## src/rtl/rf_wb_arbiter_pkg.sv

```systemverilog
// rtl/rf_wb_arbiter_pkg.sv - shared writeback widths and the buffered writeback entry type
package rf_wb_arbiter_pkg;

  localparam int DEF_DATAWIDTH = 64;
  localparam int DEF_RFDEPTH   = 4;
  localparam int DEF_AW        = $clog2(DEF_RFDEPTH);
  localparam int DEF_QDEPTH    = 2;

  // One pending register-file write; live=0 means a younger write superseded it.
  typedef struct packed {
    logic                     live;
    logic [DEF_AW-1:0]        waddr;
    logic [DEF_DATAWIDTH-1:0] wdata;
  } wb_entry_t;

endpackage

```

## src/rtl/rf_wb_arbiter_wb_fifo.sv

```systemverilog
// rtl/rf_wb_arbiter_wb_fifo.sv - load-result circular buffer with per-entry live bits and kill-by-address
module wb_fifo
  import rf_wb_arbiter_pkg::*;
#(
  parameter int DATAWIDTH = DEF_DATAWIDTH,
  parameter int AW        = DEF_AW,
  parameter int QDEPTH    = DEF_QDEPTH
) (
  input  logic                         clk,
  input  logic                         rst,
  input  logic                         push_valid,
  input  logic [AW-1:0]                push_waddr,
  input  logic [DATAWIDTH-1:0]         push_wdata,
  input  logic                         kill_valid,
  input  logic [AW-1:0]                kill_waddr,
  input  logic                         pop,
  output logic                         head_valid,
  output logic                         head_live,
  output logic [AW-1:0]                head_waddr,
  output logic [DATAWIDTH-1:0]         head_wdata,
  output logic                         full,
  output logic [$clog2(QDEPTH+1)-1:0]  count
);

  localparam int PW = $clog2(QDEPTH);
  localparam int CW = $clog2(QDEPTH+1);

  logic [QDEPTH-1:0]    occ_q, occ_d;
  logic [QDEPTH-1:0]    live_q, live_d;
  logic [AW-1:0]        addr_q [QDEPTH];
  logic [AW-1:0]        addr_d [QDEPTH];
  logic [DATAWIDTH-1:0] data_q [QDEPTH];
  logic [DATAWIDTH-1:0] data_d [QDEPTH];
  logic [PW-1:0]        rd_q, rd_d, wr_q, wr_d;
  logic [CW-1:0]        count_q, count_d;

  assign head_valid = (count_q != '0);
  assign head_waddr = addr_q[rd_q];
  assign head_wdata = data_q[rd_q];
  // Live bit as seen after this cycle's kill, so a just-killed head is discarded.
  assign head_live  = live_q[rd_q] & ~(kill_valid && (addr_q[rd_q] == kill_waddr));
  assign full       = (count_q == CW'(QDEPTH));
  assign count      = count_q;

  always_comb begin
    occ_d  = occ_q;
    live_d = live_q;
    addr_d = addr_q;
    data_d = data_q;
    for (int i = 0; i < QDEPTH; i++) begin
      if (kill_valid && occ_q[i] && (addr_q[i] == kill_waddr)) begin
        live_d[i] = 1'b0;
      end
    end
    if (pop) begin
      occ_d[rd_q] = 1'b0;
    end
    // A load arriving with the ALU write is older, so it is stored already dead.
    if (push_valid) begin
      occ_d[wr_q]  = 1'b1;
      live_d[wr_q] = ~(kill_valid && (push_waddr == kill_waddr));
      addr_d[wr_q] = push_waddr;
      data_d[wr_q] = push_wdata;
    end
    rd_d    = rd_q + PW'(pop);
    wr_d    = wr_q + PW'(push_valid);
    count_d = count_q + CW'(push_valid) - CW'(pop);
  end

  always_ff @(posedge clk or negedge rst) begin
    if (!rst) begin
      occ_q   <= '0;
      live_q  <= '0;
      rd_q    <= '0;
      wr_q    <= '0;
      count_q <= '0;
      for (int i = 0; i < QDEPTH; i++) begin
        addr_q[i] <= '0;
        data_q[i] <= '0;
      end
    end else begin
      occ_q   <= occ_d;
      live_q  <= live_d;
      addr_q  <= addr_d;
      data_q  <= data_d;
      rd_q    <= rd_d;
      wr_q    <= wr_d;
      count_q <= count_d;
    end
  end

endmodule

```

## src/rtl/rf_wb_arbiter.sv

```systemverilog
// rtl/rf_wb_arbiter.sv - merges ALU and load writebacks onto the single register-file write port
module rf_wb_arbiter
  import rf_wb_arbiter_pkg::*;
#(
  parameter int DATAWIDTH = DEF_DATAWIDTH,
  parameter int RFDEPTH   = DEF_RFDEPTH,
  parameter int QDEPTH    = DEF_QDEPTH,
  parameter int AW        = $clog2(RFDEPTH)
) (
  input  logic                         clk,
  input  logic                         rst,
  input  logic                         alu_valid,
  input  logic [AW-1:0]                alu_waddr,
  input  logic [DATAWIDTH-1:0]         alu_wdata,
  input  logic                         mem_valid,
  output logic                         mem_ready,
  input  logic [AW-1:0]                mem_waddr,
  input  logic [DATAWIDTH-1:0]         mem_wdata,
  output logic                         wen,
  output logic [AW-1:0]                waddr,
  output logic [DATAWIDTH-1:0]         wdata,
  output logic [$clog2(QDEPTH+1)-1:0]  q_count,
  output logic                         busy
);

  logic                 fifo_full;
  logic                 head_valid;
  logic                 head_live;
  logic [AW-1:0]        head_waddr;
  logic [DATAWIDTH-1:0] head_wdata;
  logic                 push;
  logic                 pop;

  logic                 wen_q, wen_d;
  logic [AW-1:0]        waddr_q, waddr_d;
  logic [DATAWIDTH-1:0] wdata_q, wdata_d;

  assign mem_ready = ~fifo_full;
  assign push      = mem_valid & mem_ready;
  // Dead heads drain even under ALU traffic; live heads wait for an idle ALU slot.
  assign pop       = head_valid & (~head_live | ~alu_valid);

  wb_fifo #(
    .DATAWIDTH (DATAWIDTH),
    .AW        (AW),
    .QDEPTH    (QDEPTH)
  ) u_wb_fifo (
    .clk        (clk),
    .rst        (rst),
    .push_valid (push),
    .push_waddr (mem_waddr),
    .push_wdata (mem_wdata),
    .kill_valid (alu_valid),
    .kill_waddr (alu_waddr),
    .pop        (pop),
    .head_valid (head_valid),
    .head_live  (head_live),
    .head_waddr (head_waddr),
    .head_wdata (head_wdata),
    .full       (fifo_full),
    .count      (q_count)
  );

  always_comb begin
    wen_d   = 1'b0;
    waddr_d = waddr_q;
    wdata_d = wdata_q;
    if (alu_valid) begin
      wen_d   = 1'b1;
      waddr_d = alu_waddr;
      wdata_d = alu_wdata;
    end else if (head_valid && head_live) begin
      wen_d   = 1'b1;
      waddr_d = head_waddr;
      wdata_d = head_wdata;
    end
  end

  always_ff @(posedge clk or negedge rst) begin
    if (!rst) begin
      wen_q   <= 1'b0;
      waddr_q <= '0;
      wdata_q <= '0;
    end else begin
      wen_q   <= wen_d;
      waddr_q <= waddr_d;
      wdata_q <= wdata_d;
    end
  end

  assign wen   = wen_q;
  assign waddr = waddr_q;
  assign wdata = wdata_q;
  assign busy  = (q_count != '0) | wen_q;

endmodule

```

## config.mk

```make
export PLATFORM = sky130hd
export DESIGN_NAME = rf_wb_arbiter
export DESIGN_NICKNAME = d
export VERILOG_FILES = /design/src/rtl/rf_wb_arbiter_pkg.sv /design/src/rtl/rf_wb_arbiter_wb_fifo.sv /design/src/rtl/rf_wb_arbiter.sv
export SDC_FILE = /design/constraint.sdc
export NUM_CORES = 1
export LEC_CHECK = 0
export BUFFER_PORTS_ARGS = -buffer_cell sky130_fd_sc_hd__buf_2
export CORE_UTILIZATION = 59
export CTS_CLUSTER_SIZE = 8
export DETAILED_ROUTE_END_ITERATION = 6
export PLACE_DENSITY = 0.9
export SLEW_MARGIN = 20
export SYNTH_ARGS = -nofsm -noshare
export SYNTH_HDL_FRONTEND = slang
export SYNTH_SLANG_ARGS = --single-unit
```

## constraint.sdc

```tcl
create_clock -name clk -period 2.9 [get_ports clk]
set_input_delay 0.58 -clock clk [delete_from_list [all_inputs] [get_ports clk]]
set_output_delay 0.58 -clock clk [all_outputs]
set_load 0.005 [all_outputs]
```

; Yosys cells after proc, flatten, opt, wreduce, memory -nomap -nowiden
; Cells that the tools add are included.
[op_classes]
n_addsub = 4
n_lt_le_gt_ge = 7
n_eq_ne = 5
n_mux = 30
n_bitwise = 15
reduce_logical = 12
[op_table]
columns = op, count
row1 = 2-to-1 mux 64 bit, 6
row2 = bitwise mux 128 bit, 1
row3 = demux 64 bit (select 1 bit), 1
row4 = 2-to-1 mux 2 bit, 9
row5 = logical AND 1 bit, 10
row6 = == test 2 bit, 4
row7 = 2-to-1 mux 1 bit, 8
row8 = NOT 1 bit, 5
row9 = bitwise mux 4 bit, 1
row10 = ">= comparator 2 bit, second input constant", 2
row11 = "less-than comparator 1 x 2 -> 1 bit, second input constant", 2
row12 = NOT 1 -> 2 bit, 2
row13 = nonzero test 2 bit, 2
row14 = AND 1 bit, 3
row15 = adder 1 bit, 2
row16 = adder 2 x 1 -> 2 bit, 1
row17 = AND 2 bit, 1
row18 = bitwise mux 2 bit, 1
row19 = demux 1 bit (select 1 bit), 2
row20 = demux 2 bit (select 1 bit), 1
row21 = "== test 2 bit, second input constant", 1
row22 = ">= comparator 1 bit, second input constant", 2
row23 = "less-than comparator 2 x 1 -> 1 bit, second input constant", 1
row24 = NOT 2 bit, 1
row25 = other kinds (3), 4
[word_totals]
register_bits = 207
input_bits = 136
out_inout_bits = 71
wordCells = 85

; Longest topological paths before layout
; Gate-level depths: netlist of run 1.
[logic_depth]
depth_word = 14
depth_mapped = 10

; Modules after synthesis
; Synthesis of run 1 repeated with hierarchy kept, for this count alone.
[hier_totals]
cells_unflattened = 779
hier_area_um2 = 9974.6
[by_module_without_submodules]
columns = mod, n_inst, cells_each, area_per_inst_um2
row1 = wb_fifo, 1, 399, 6158.4
row2 = rf_wb_arbiter, 1, 380, 3816.2

; Least setup slack after synthesis of run 1
; No wires, ideal clock.
[synth_path]
kind = input to register
from = input alu_valid
to = register u_wb_fifo.count_q[1], in the netlist u_wb_fifo.count[1]
setup_time_ns = 0.125
t_arrival_ns = 2.022
required_time_ns = 2.775
path_slack_ns = 0.752
cell_stages = 9
cell_sequence = clkbuf_1 -> nor2b_1 -> o21ai_0 -> nor2b_1 -> ha_1 -> inv_1 -> ha_1 -> xnor2_1 -> xnor2_1
[synth_between]
elab_chain_len = 7
[synth_lines]
columns = element, line_no
row1 = "start, declared", rf_wb_arbiter.sv:12  ; input logic alu_valid,
row2 = logical AND 1 bit, rf_wb_arbiter_wb_fifo.sv:41  ; assign head_live = live_q[rd_q] & ~(kill_valid && (addr_q[rd_q] == kill_waddr));
row3 = NOT 1 bit, rf_wb_arbiter_wb_fifo.sv:41
row4 = AND 1 bit, rf_wb_arbiter_wb_fifo.sv:41
row5 = NOT 1 bit, rf_wb_arbiter.sv:41  ; assign pop = head_valid & (~head_live | ~alu_valid);
row6 = bitwise OR 1 bit (*), rf_wb_arbiter.sv:41
row7 = AND 1 bit (*), rf_wb_arbiter.sv:41
row8 = subtractor 2 x 1 -> 2 bit (*), rf_wb_arbiter_wb_fifo.sv:67  ; count_d = count_q + CW'(push_valid) - CW'(pop);
row9 = net u_wb_fifo.count_d[1], rf_wb_arbiter_wb_fifo.sv:35  ; logic [CW-1:0] count_q, count_d;
row10 = "end signal, assigned", rf_wb_arbiter_wb_fifo.sv:88  ; count_q <= count_d;
row11 = "end, declared", rf_wb_arbiter_wb_fifo.sv:35
; The timed path passes the listed nets; every way through them passes the cells marked *.
; A chain may end at the register's enable or synchronous reset.

; Worst setup path after layout of run 1
[layout_path]
from = register u_wb_fifo.rd_q
to = register u_wb_fifo.count_q[1], in the netlist u_wb_fifo.count[1]
[layout_between]
elab_chain_len = 12
[layout_lines]
columns = element, line_no
row1 = "start, declared", rf_wb_arbiter_wb_fifo.sv:34  ; logic [PW-1:0] rd_q, rd_d, wr_q, wr_d;
row2 = "start signal, assigned", rf_wb_arbiter_wb_fifo.sv:86  ; rd_q <= rd_d;
row3 = NOT 1 -> 2 bit (implied by the code), rf_wb_arbiter_wb_fifo.sv:41
row4 = 2-to-1 mux 2 bit (implied by the code) (3 in series), rf_wb_arbiter_wb_fifo.sv:41
row5 = == test 2 bit, rf_wb_arbiter_wb_fifo.sv:41
row6 = logical AND 1 bit, rf_wb_arbiter_wb_fifo.sv:41
row7 = NOT 1 bit, rf_wb_arbiter_wb_fifo.sv:41
row8 = AND 1 bit (*), rf_wb_arbiter_wb_fifo.sv:41
row9 = NOT 1 bit (*), rf_wb_arbiter.sv:41
row10 = bitwise OR 1 bit (*), rf_wb_arbiter.sv:41
row11 = AND 1 bit (*), rf_wb_arbiter.sv:41
row12 = subtractor 2 x 1 -> 2 bit (*), rf_wb_arbiter_wb_fifo.sv:67
row13 = net u_wb_fifo.count_d[1], rf_wb_arbiter_wb_fifo.sv:35
; The timed path passes the listed nets; every way through them passes the cells marked *. The select of a mux whose other input is x is not followed.

==> results of run 1 <==
## routing by layer
metal	vias to the layer above	share of wire	track usage
li1	2863	-	-
met2	213	0.49	0.444
met1	3031	0.42	0.312
met5	-	0	0
met3	39	0.069	0.0678
met4	0	0.022	0.0714
## metrics by stage
step	power [mW]	worst slack (ns)	cell area, um^2	instances	hold WS (ns)
after global routing	14.1	0.390	11300	1123	0.101
after CTS	13.4	0.544	11300	1122	0.0727
after global placement	10.2	0.591	10500	1090	0.483
after detailed placement	10.4	0.547	10500	1090	0.490
after floorplan	8.89	0.752	9230	703	0.284
final	13.3	0.561	11300	1123	0.0609
## registers in the layout, summed over array words and instances, names as in the netlist
name	flops
waddr	2
u_wb_fifo.live_q	2
wdata	64
u_wb_fifo.occ_q	2
u_wb_fifo.rd_q	1
u_wb_fifo.data_q	128
wen	1
u_wb_fifo.count	2
u_wb_fifo.addr_q	4
u_wb_fifo.wr_q	1
## final timing paths
check / end / depth (start not counted)
worst max-delay path: u_wb_fifo.count[1] / 9
worst min-delay path: wdata[42] / 1
worst max register to register: u_wb_fifo.count[1] / 9
worst min register to register: u_wb_fifo.data_q[71] / 1
max in group asynchronous: u_wb_fifo.data_q[60] / 2
min in group clk: wdata[49] / 3
## logic make-up (layout without fill, tap and decap cells)
family | count (synthesis) | after routing | synth area share
simple gates | 90 | 90 | 0.0408
other cells | 0 | 1 | 0
fa+ha+maj | 4 | 4 | 0.00542
compound gates | 74 | 74 | 0.0409
xor+xnor | 10 | 10 | 0.00949
flops | 207 | 207 | 0.561
mux | 265 | 265 | 0.314
buf+inv | 53 | 261 | 0.0278
## synth_stat cells, drive strengths merged
cell and count:
nor3b 1, and3 1, nand2 67, nor2b 3
o21ai 69, and2 2, nor2 8, inv 7
nor3 4, mux2 196, o211ai 1, buf 21
xor2 2, mux2i 69, or2 1, dfrtp 207
ha 4, a21oi 2, o31ai 2, xnor2 8
or3 1, clkbuf 25, nand3 2
## worst max-delay path: stages (launching register included)
cell and delay [ns]:
dfrtp_4 0.62, mux2i_1 0.29, xnor2_1 0.18, o21ai_0 0.18
nor2b_1 0.17, ha_1 0.28, inv_1 0.04, ha_1 0.20
xnor2_1 0.17, xnor2_1 0.14
## layout make-up
class | instances | area, um^2
Antenna cell | 1 | 2.50
Clock buffer | 31 | 733
Clock inverter | 1 | 8.76
Fill cell | 1015 | 3980
Inverter | 7 | 26.3
Multi-Input combinational cell | 443 | 3820
Sequential cell | 207 | 5180
Tap cell | 211 | 264
Timing Repair Buffer | 222 | 1240
## power by group through the flow
stage | combinational, mW | clock (mW) | sequential (mW)
4_1_cts | 5.35 | 2.91 | 5.13
3_3_place_gp | 5.12 | 0 | 5.06
5_1_grt | 5.77 | 3.03 | 5.32
6_report | 5.29 | 2.84 | 5.13
3_5_place_dp | 5.29 | 0 | 5.14
2_1_floorplan | 3.96 | 0 | 4.93
==> flow_summary.ini, run 1 <==
[status]
outcome = completed

[timing]
min_period_ns = 2.34
finalSetupTns_ns = 0
worst_clock_skew_ns = 0.00875
worstMarginPinSlew_ns = 0.650
finalHoldViolCount = 0
setup_violations = 0
fmax_ghz = 0.428
post-route-period-util = 0.807
maxSlewHeadroom = 0.567
final_max_slew_viol_count = 0
rsz0062_at_grt = false

[logic_synthesis]
synth_seq_cells = 207
netlist_instances = 703
yosysWarnings = 0
synthTopCellsByArea = dfrtp_1, mux2_2, mux2i_1
synth_area_per_cell_um2 = 13.1
ys_seq_area_frac = 0.561
syn-num-nets = 843
synth.largest_area_cell = dfrtp_1
synth_area_um2 = 9230
netlist.area_leader.share = 0.561
synth_cell_types = 29

[power_and_ir_drop]
powerDensity_nw_per_um2 = 1180
p_leak_nw = 5.29
swShare = 0.315
comb_power_share = 0.399
p_switching_mw = 4.18
ir_drop_mv = 0.667
power.share.sequential = 0.387
power.internal_mw = 9.08
pwr-share-clk = 0.214

[detailed_routing]
postRouteAntennaNets = 0
vias = 6146
routed_via_density = 5.47
wl_um = 19800
firstDrtPassIters = 4
drc = 0
detail_route.wl_per_cell_um = 17.7
drt-initial-drc-count = 255

[global_route]
grt_max_degree = 77
grt_use_total = 0.255
grt_pass1_vias = 6535
grt_first_pass_wirelength_um = 32700
overflow = 0
antenna_found_initial = 2

[cts]
clock_latency_ns = 0.52
hold_buffers = 0
cts_tree = yes
clkTransAtPathRegs_ns = 0.05
numClockSinks = 207
postCtsSetupBuffers = 0
clock_path_buffers = 3
htree_num_levels = 1
numCtsBuffers = 29
cts-root-buf = clkbuf_16
cts_resized = 0

[worst_setup_path]
cp-startpoint = u_wb_fifo.rd_q
r2r_setup_slack_ns = 0.56
crit_arrival_ns = 2.78
worstSetupEndpointType = flip-flop
crit_fanout = 21
worstSetupStartpointType = flip-flop
critPathRequiredTime_ns = 3.34
path_class = reg2reg
timing.rr.start = u_wb_fifo.rd_q

[floorplanning]
fp.dieH_um = 127
die-width_um = 127
ios = 207
start_util = 0.605
rows = 45
core_region_area_um2 = 15300
dieArea_um2 = 16100

[layout]
synthToLayoutAreaGrowth_pct = 22.2
mostFrequentLayoutCell = dfrtp_1
nNetsFinal = 1050
mostFrequentLayoutCells = dfrtp_1, buf_2, mux2_2
utilization = 0.739
drive_gt1_frac = 0.498

[hold_path]
hold_path.class = in2async

[flow_run]
maxCapViolations = 0

[placement]
dp_hpwl_um = 13400
routabilityCongestion = 0.767
io_buffers = 206
(Power assumes the default switching activity.)
==> run 2: changes to the inputs <==
--- a/config.mk
+++ b/config.mk
@@ -5,11 +5,12 @@
 export SDC_FILE = /design/constraint.sdc
 export NUM_CORES = 1
 export LEC_CHECK = 0
+export ABC_AREA = 1
 export BUFFER_PORTS_ARGS = -buffer_cell sky130_fd_sc_hd__buf_2
-export CORE_UTILIZATION = 59
+export CORE_UTILIZATION = 49
 export CTS_CLUSTER_SIZE = 8
 export DETAILED_ROUTE_END_ITERATION = 6
-export PLACE_DENSITY = 0.9
+export PLACE_DENSITY = 0.8
 export SLEW_MARGIN = 20
 export SYNTH_ARGS = -nofsm -noshare
 export SYNTH_HDL_FRONTEND = slang
==> constraint.sdc (replaced) <==
create_clock -name clk -period 2.02 [get_ports clk]
set_input_delay 0.404 -clock clk [delete_from_list [all_inputs] [get_ports clk]]
set_output_delay 0.404 -clock clk [all_outputs]
set_load 0.005 [all_outputs]
==> run 2 against run 1 <==
Compared with the run above:
- die area is 23% higher
- via count increased by 28%
- sequential share of layout area is 0.94 points lower
- critical path type is now reg2out
- largest power group is now registers
==> flow_summary.ini, run 2 <==
[detailed_routing]
detail_route.wl_per_cell_um = 15.0
vias = 7891
drc = 0
firstDrtPassIters = 7
drt-initial-drc-count = 403
postRouteAntennaNets = 0
routed_via_density = 5.24
wl_um = 22600

[worst_setup_path]
worstSetupStartpointType = flip-flop
cp_num_buf_inv = 2
cp_cell_sequence = nor2_2 -> inv_2 -> or2_2 -> buf_2
worstSetupEndpointType = primary output
r2r_setup_slack_ns = 0.15
max_stage_delay_ns = 0.41
path_class = reg2out
critPathRequiredTime_ns = 1.62
critical_path.slowest_cell = dfrtp_1
crit_arrival_ns = 1.54
critical_path.top_delay_family = flip-flops
crit_fanout = 5
reg2reg_depth = 12
crit_cells = 4

[global_route]
overflow = 0
grt_pass1_vias = 7718
antenna_found_initial = 1
grt_first_pass_wirelength_um = 37700
grt_max_degree = 75
grt_use_total = 0.235

[timing]
worstMarginPinSlew_ns = 0.687
min_period_ns = 1.94
fmax_ghz = 0.515
post-route-period-util = 0.960
finalHoldViolCount = 0
worst_clock_skew_ns = 0.0151
final_max_slew_viol_count = 0
setup_violations = 0
rsz0062_at_grt = false
holdWs_ns = 0.102
postLayoutSetupSlackWorst_ns = 0.0801
maxSlewHeadroom = 0.542
finalSetupTns_ns = 0

[placement]
dp_slack_ns = 0.158
routabilityCongestion = 0.853
io_buffers = 206
dp_hpwl_um = 14600
place_inst = 1474
postPlaceCellArea_um2 = 10800

[logic_synthesis]
synth_mux_area_frac = 0.0764
ys.flop_type = dfrtp_1
netlist_instances = 1081
synth_area_um2 = 9430
synthTopCellsByArea = dfrtp_1, nand2_1, o21ai_0
ys_seq_area_frac = 0.549
yosysWarnings = 0
netlist.area_leader.share = 0.549
synth_seq_cells = 207
synth_commonest_cells = nand2_1, dfrtp_1, o21ai_0
synth_compound_area_frac = 0.110
async_flop_share = 1.00
synth_xor_area_frac = 0.00186
synth_area_per_cell_um2 = 8.73
synth-edff-count = 0
synthSimpleGateAreaFrac = 0.189
synth_fa_ha_area_frac = 0.00531
synth.largest_area_cell = dfrtp_1
synth_top_family_by_area = simple AND/OR/NAND/NOR gates
synth_cell_types = 23
synth.most_common_cell = nand2_1
syn-num-nets = 1221

[layout]
largest_reg_flops = 128
largest-register = u_wb_fifo.data_q
synthToLayoutAreaGrowth_pct = 22.0
drive_gt1_frac = 0.263
mostFrequentLayoutCell = nand2_1
postLayoutCellArea_um2 = 11500
layout.cells.non_filler = 1507
utilization = 0.613
n_fill_cell = 1600
mostFrequentLayoutCells = nand2_1, dfrtp_1, buf_2
nNetsFinal = 1412

[power_and_ir_drop]
p_leak_nw = 5.82
total_power_mw = 17.9
powerDensity_nw_per_um2 = 1560
ir_drop_mv = 0.823

[cts]
htree_num_levels = 1
numClockSinks = 207
postCtsSetupBuffers = 0
clock_latency_ns = 0.52
cts-root-buf = clkbuf_16
cts_tree = yes
numCtsBuffers = 29
clock_path_buffers = 3
clkTransAtPathRegs_ns = 0.06

[hold_path]
hold_path.class = in2reg
holdPathStages = 3

[floorplanning]
die-width_um = 141
fp.dieH_um = 141
core_region_area_um2 = 18800
ios = 207
dieArea_um2 = 19800
start_util = 0.503
rows = 50

[status]
outcome = completed

[flow_run]
maxCapViolations = 0
==> run 2: area by class of cell <==
type,instances,area [um^2],area share
multi-input cells,721,3640,0.316
clock buffers,31,733,0.0637
diodes,1,2.50,0.000217
well taps,234,293,0.0254
inverters,81,307,0.0266
repair buffers,232,1350,0.118
flip-flops and latches,207,5180,0.450
==> run 2: what timing repair did <==
action / CTS / global route
resized for setup: 0 / 3
endpoints found under the setup margin: 0 / 2
hold endpoints to repair: 56 / 0
hold buffers: 1 / 0
==> run 2: report_power, final <==
part | internal [mW] | total (mW) | switching (mW)
registers | 6.23 | 7.17 | 0.943
logic | 2.79 | 6.65 | 3.86
clock network | 2.50 | 4.11 | 1.61
==> run 2: routing by layer <==
| metal | vias to the layer above | routed length [um] | GRT usage |
|---|---|---|---|
| met5 | - | 0 | 0 |
| met3 | 41 | 1430 | 0.0394 |
| met4 | 0 | 519 | 0.0789 |
| met1 | 3724 | 10000 | 0.325 |
| li1 | 3856 | - | - |
| met2 | 270 | 10600 | 0.376 |
==> run 2: final timing paths <==
kind,end,startpoint
worst min register to register,u_wb_fifo.occ_q[0],u_wb_fifo.occ_q[0]
worst max-delay path,busy,u_wb_fifo.count[1]
min in group asynchronous,u_wb_fifo.data_q[49],rst
worst max register to register,u_wb_fifo.count[1],u_wb_fifo.rd_q
worst min-delay path,u_wb_fifo.data_q[56],mem_wdata[56]
max in group asynchronous,wdata[23],rst
==> run 2: logic make-up (layout without fill, tap and decap cells) <==
logic type / after synthesis / in the layout
fa+ha+maj: 4 / 4
compound gates: 205 / 205
simple gates: 446 / 446
buf+inv: 153 / 344
xor+xnor: 2 / 2
flops: 207 / 207
other cells: 0 / 1
mux: 64 / 64
==> run 2: worst min-delay path, delay by kind of cell <==
kind,cells,cell delay (ns)
AOI/OAI and AO/OA,1,0.05
and+or+nand+nor,1,0.04
buffers and inverters,1,0.08
==> run 3: changes to the inputs <==
--- a/config.mk
+++ b/config.mk
@@ -7,10 +7,10 @@
 export LEC_CHECK = 0
 export ABC_AREA = 1
 export BUFFER_PORTS_ARGS = -buffer_cell sky130_fd_sc_hd__buf_2
-export CORE_UTILIZATION = 49
+export CORE_UTILIZATION = 55
 export CTS_CLUSTER_SIZE = 8
 export DETAILED_ROUTE_END_ITERATION = 6
-export PLACE_DENSITY = 0.8
+export PLACE_DENSITY = 0.85
 export SLEW_MARGIN = 20
 export SYNTH_ARGS = -nofsm -noshare
 export SYNTH_HDL_FRONTEND = slang
==> constraint.sdc (replaced) <==
create_clock -name clk -period 1.8 [get_ports clk]
set_input_delay 0.36 -clock clk [delete_from_list [all_inputs] [get_ports clk]]
set_output_delay 0.36 -clock clk [all_outputs]
set_load 0.005 [all_outputs]
==> run 3 against run 2 <==
Compared with the run above:
- final cell count is essentially flat
- largest power group is now combinational cells
- first-iteration DRC count increased by 66%
- flip-flop and latch count is the same
- critical endpoint is now u_wb_fifo.count[1]
- routed wire length rose by 11%
- critical path depth grew 8
- non-clock buffer count rose by 15
- the flow now finishes with violations (setup timing)
- critical path type is now reg2reg
- sequential share of layout area shrank 1.5 points
- clock power increased by 12%
- via count grew 4.8%
- hold slack got worse by 0.044 ns
==> flow_summary.ini, run 3 (same netlist as run 2, synthesis figures left out) <==
[status]
outcome = complete, but fails checks
violations = setup timing

[worst_setup_path]
crit_arrival_ns = 2.20
timing.rr.start = u_wb_fifo.rd_q
r2r-end = u_wb_fifo.count[1]
critPathRequiredTime_ns = 2.19
worstSetupEndpointType = flip-flop
worstSetupStartpointType = flip-flop
r2r_setup_slack_ns = -0.007
crit_fanout = 6
reg2reg_depth = 12
path_class = reg2reg

[placement]
io_buffers = 206
dp_hpwl_um = 14400
routabilityCongestion = 0.853

[layout]
synthToLayoutAreaGrowth_pct = 26.1
mostFrequentLayoutCells = nand2_1, dfrtp_1, buf_2
nNetsFinal = 1427
largest-register = u_wb_fifo.data_q
mostFrequentLayoutCell = nand2_1
largest_reg_flops = 128
drive_gt1_frac = 0.287

[timing]
worst_clock_skew_ns = 0.0139
worstMarginPinSlew_ns = 0.744
fmax_ghz = 0.554
maxSlewHeadroom = 0.504
finalSetupTns_ns = -0.00663
post-route-period-util = 1.00
holdWs_ns = 0.0582
finalHoldViolCount = 0
min_period_ns = 1.81
setup_violations = 1
postLayoutSetupSlackWorst_ns = -0.00663
rsz0062_at_grt = true
final_max_slew_viol_count = 0

[hold_path]
hold_path.class = in2reg
min_to = u_wb_fifo.data_q[56]
holdPathStages = 3
min_from = mem_wdata[56]

[power_and_ir_drop]
pwr-share-clk = 0.215
p_switching_mw = 7.83
ir_drop_mv = 0.970
comb_power_share = 0.408
swShare = 0.365
p_leak_nw = 5.98
powerDensity_nw_per_um2 = 1800
power.internal_mw = 13.6
total_power_mw = 21.4
power.share.sequential = 0.377

[cts]
numClockSinks = 207
clock_path_buffers = 3
htree_num_levels = 1
cts-root-buf = clkbuf_16
numCtsBuffers = 29
cts_tree = yes
clock_latency_ns = 0.53
clkTransAtPathRegs_ns = 0.05

[detailed_routing]
wl_um = 25100
detail_route.wl_per_cell_um = 16.7
routed_via_density = 5.49
vias = 8273
drc = 0
postRouteAntennaNets = 0
firstDrtPassIters = 6
drt-initial-drc-count = 669

[floorplanning]
start_util = 0.567
ios = 207
core_region_area_um2 = 16600
die-width_um = 133
rows = 47
dieArea_um2 = 17700
fp.dieH_um = 133

[global_route]
grt_pass1_vias = 8035
overflow = 0
grt_max_degree = 103
grt_first_pass_wirelength_um = 38900
antenna_found_initial = 2
grt_use_total = 0.272

[flow_run]
maxCapViolations = 0
==> run 3: critical path: stages, from the launching register on <==
cell     delay (ns)
dfrtp_4        0.53
inv_6          0.11
nand2_2        0.06
nand3_2        0.07
nand2_2        0.07
nand2_2        0.06
nand3_2        0.09
nand2_2        0.09
inv_2          0.05
ha_4           0.25
inv_2          0.04
ha_4           0.15
xnor2_1        0.12
==> run 3: worst max path at each step <==
stage	startpoint	endpoint	slack (ns)	depth (start not counted)
after global routing	u_wb_fifo.rd_q	u_wb_fifo.count[1]	-0.08	12
after detailed placement	u_wb_fifo.rd_q	u_wb_fifo.count[1]	-0.04	12
after global placement	u_wb_fifo.rd_q	u_wb_fifo.count[1]	-0.007	12
after floorplan	u_wb_fifo.count[1]	u_wb_fifo.data_q[71]	0.002	7
final	u_wb_fifo.rd_q	u_wb_fifo.count[1]	-0.007	12
after CTS	u_wb_fifo.count[0]	busy	-0.0005	4
==> run 3: what timing repair did <==
item | CTS | global route
hold buffers | 1 | 0
cloned | 0 | 8
pin swaps | 4 | 8
endpoints found under the setup margin | 3 | 149
buffers inserted | 5 | 3
endpoints found under the hold margin | 44 | 0
resized for setup | 7 | 26
==> run 3: layout make-up <==
type / count / area [um^2]
sequential: 207 / 5180
antenna: 1 / 2.50
tap: 220 / 275
timing repair buffer: 247 / 1650
inverter: 81 / 312
multi-input combinational: 721 / 3730
clock buffer: 31 / 733
fill: 1195 / 4750
==> run 3: metal layers <==
metal  routed length, um  track usage
met1               10300        0.359
met2               12100        0.450
met3                1840       0.0506
met4                 848       0.0951
met5                  13            0
==> run 3: power by group through the flow <==
stage          Sequential (mW)  Combinational, mW  Clock (mW)
6_report                  8.08               8.73        4.62
5_1_grt                   8.30               9.72        4.90
3_3_place_gp              7.96               7.44           0
2_1_floorplan             7.90               5.17           0
4_1_cts                   8.03               7.94        4.69
3_5_place_dp              8.08               7.73           0
==> run 3: through the flow <==
stage,instance area [um^2],setup slack (ns),cells,util
after CTS,11600,-0.000536,1496,0.697
final,11900,-0.00663,1508,0.715
after detailed placement,10800,-0.0449,1459,0.649
after global routing,11900,-0.0773,1508,0.715
after floorplan,9440,0.00217,1081,-
after global placement,10800,-0.00674,1459,0.649
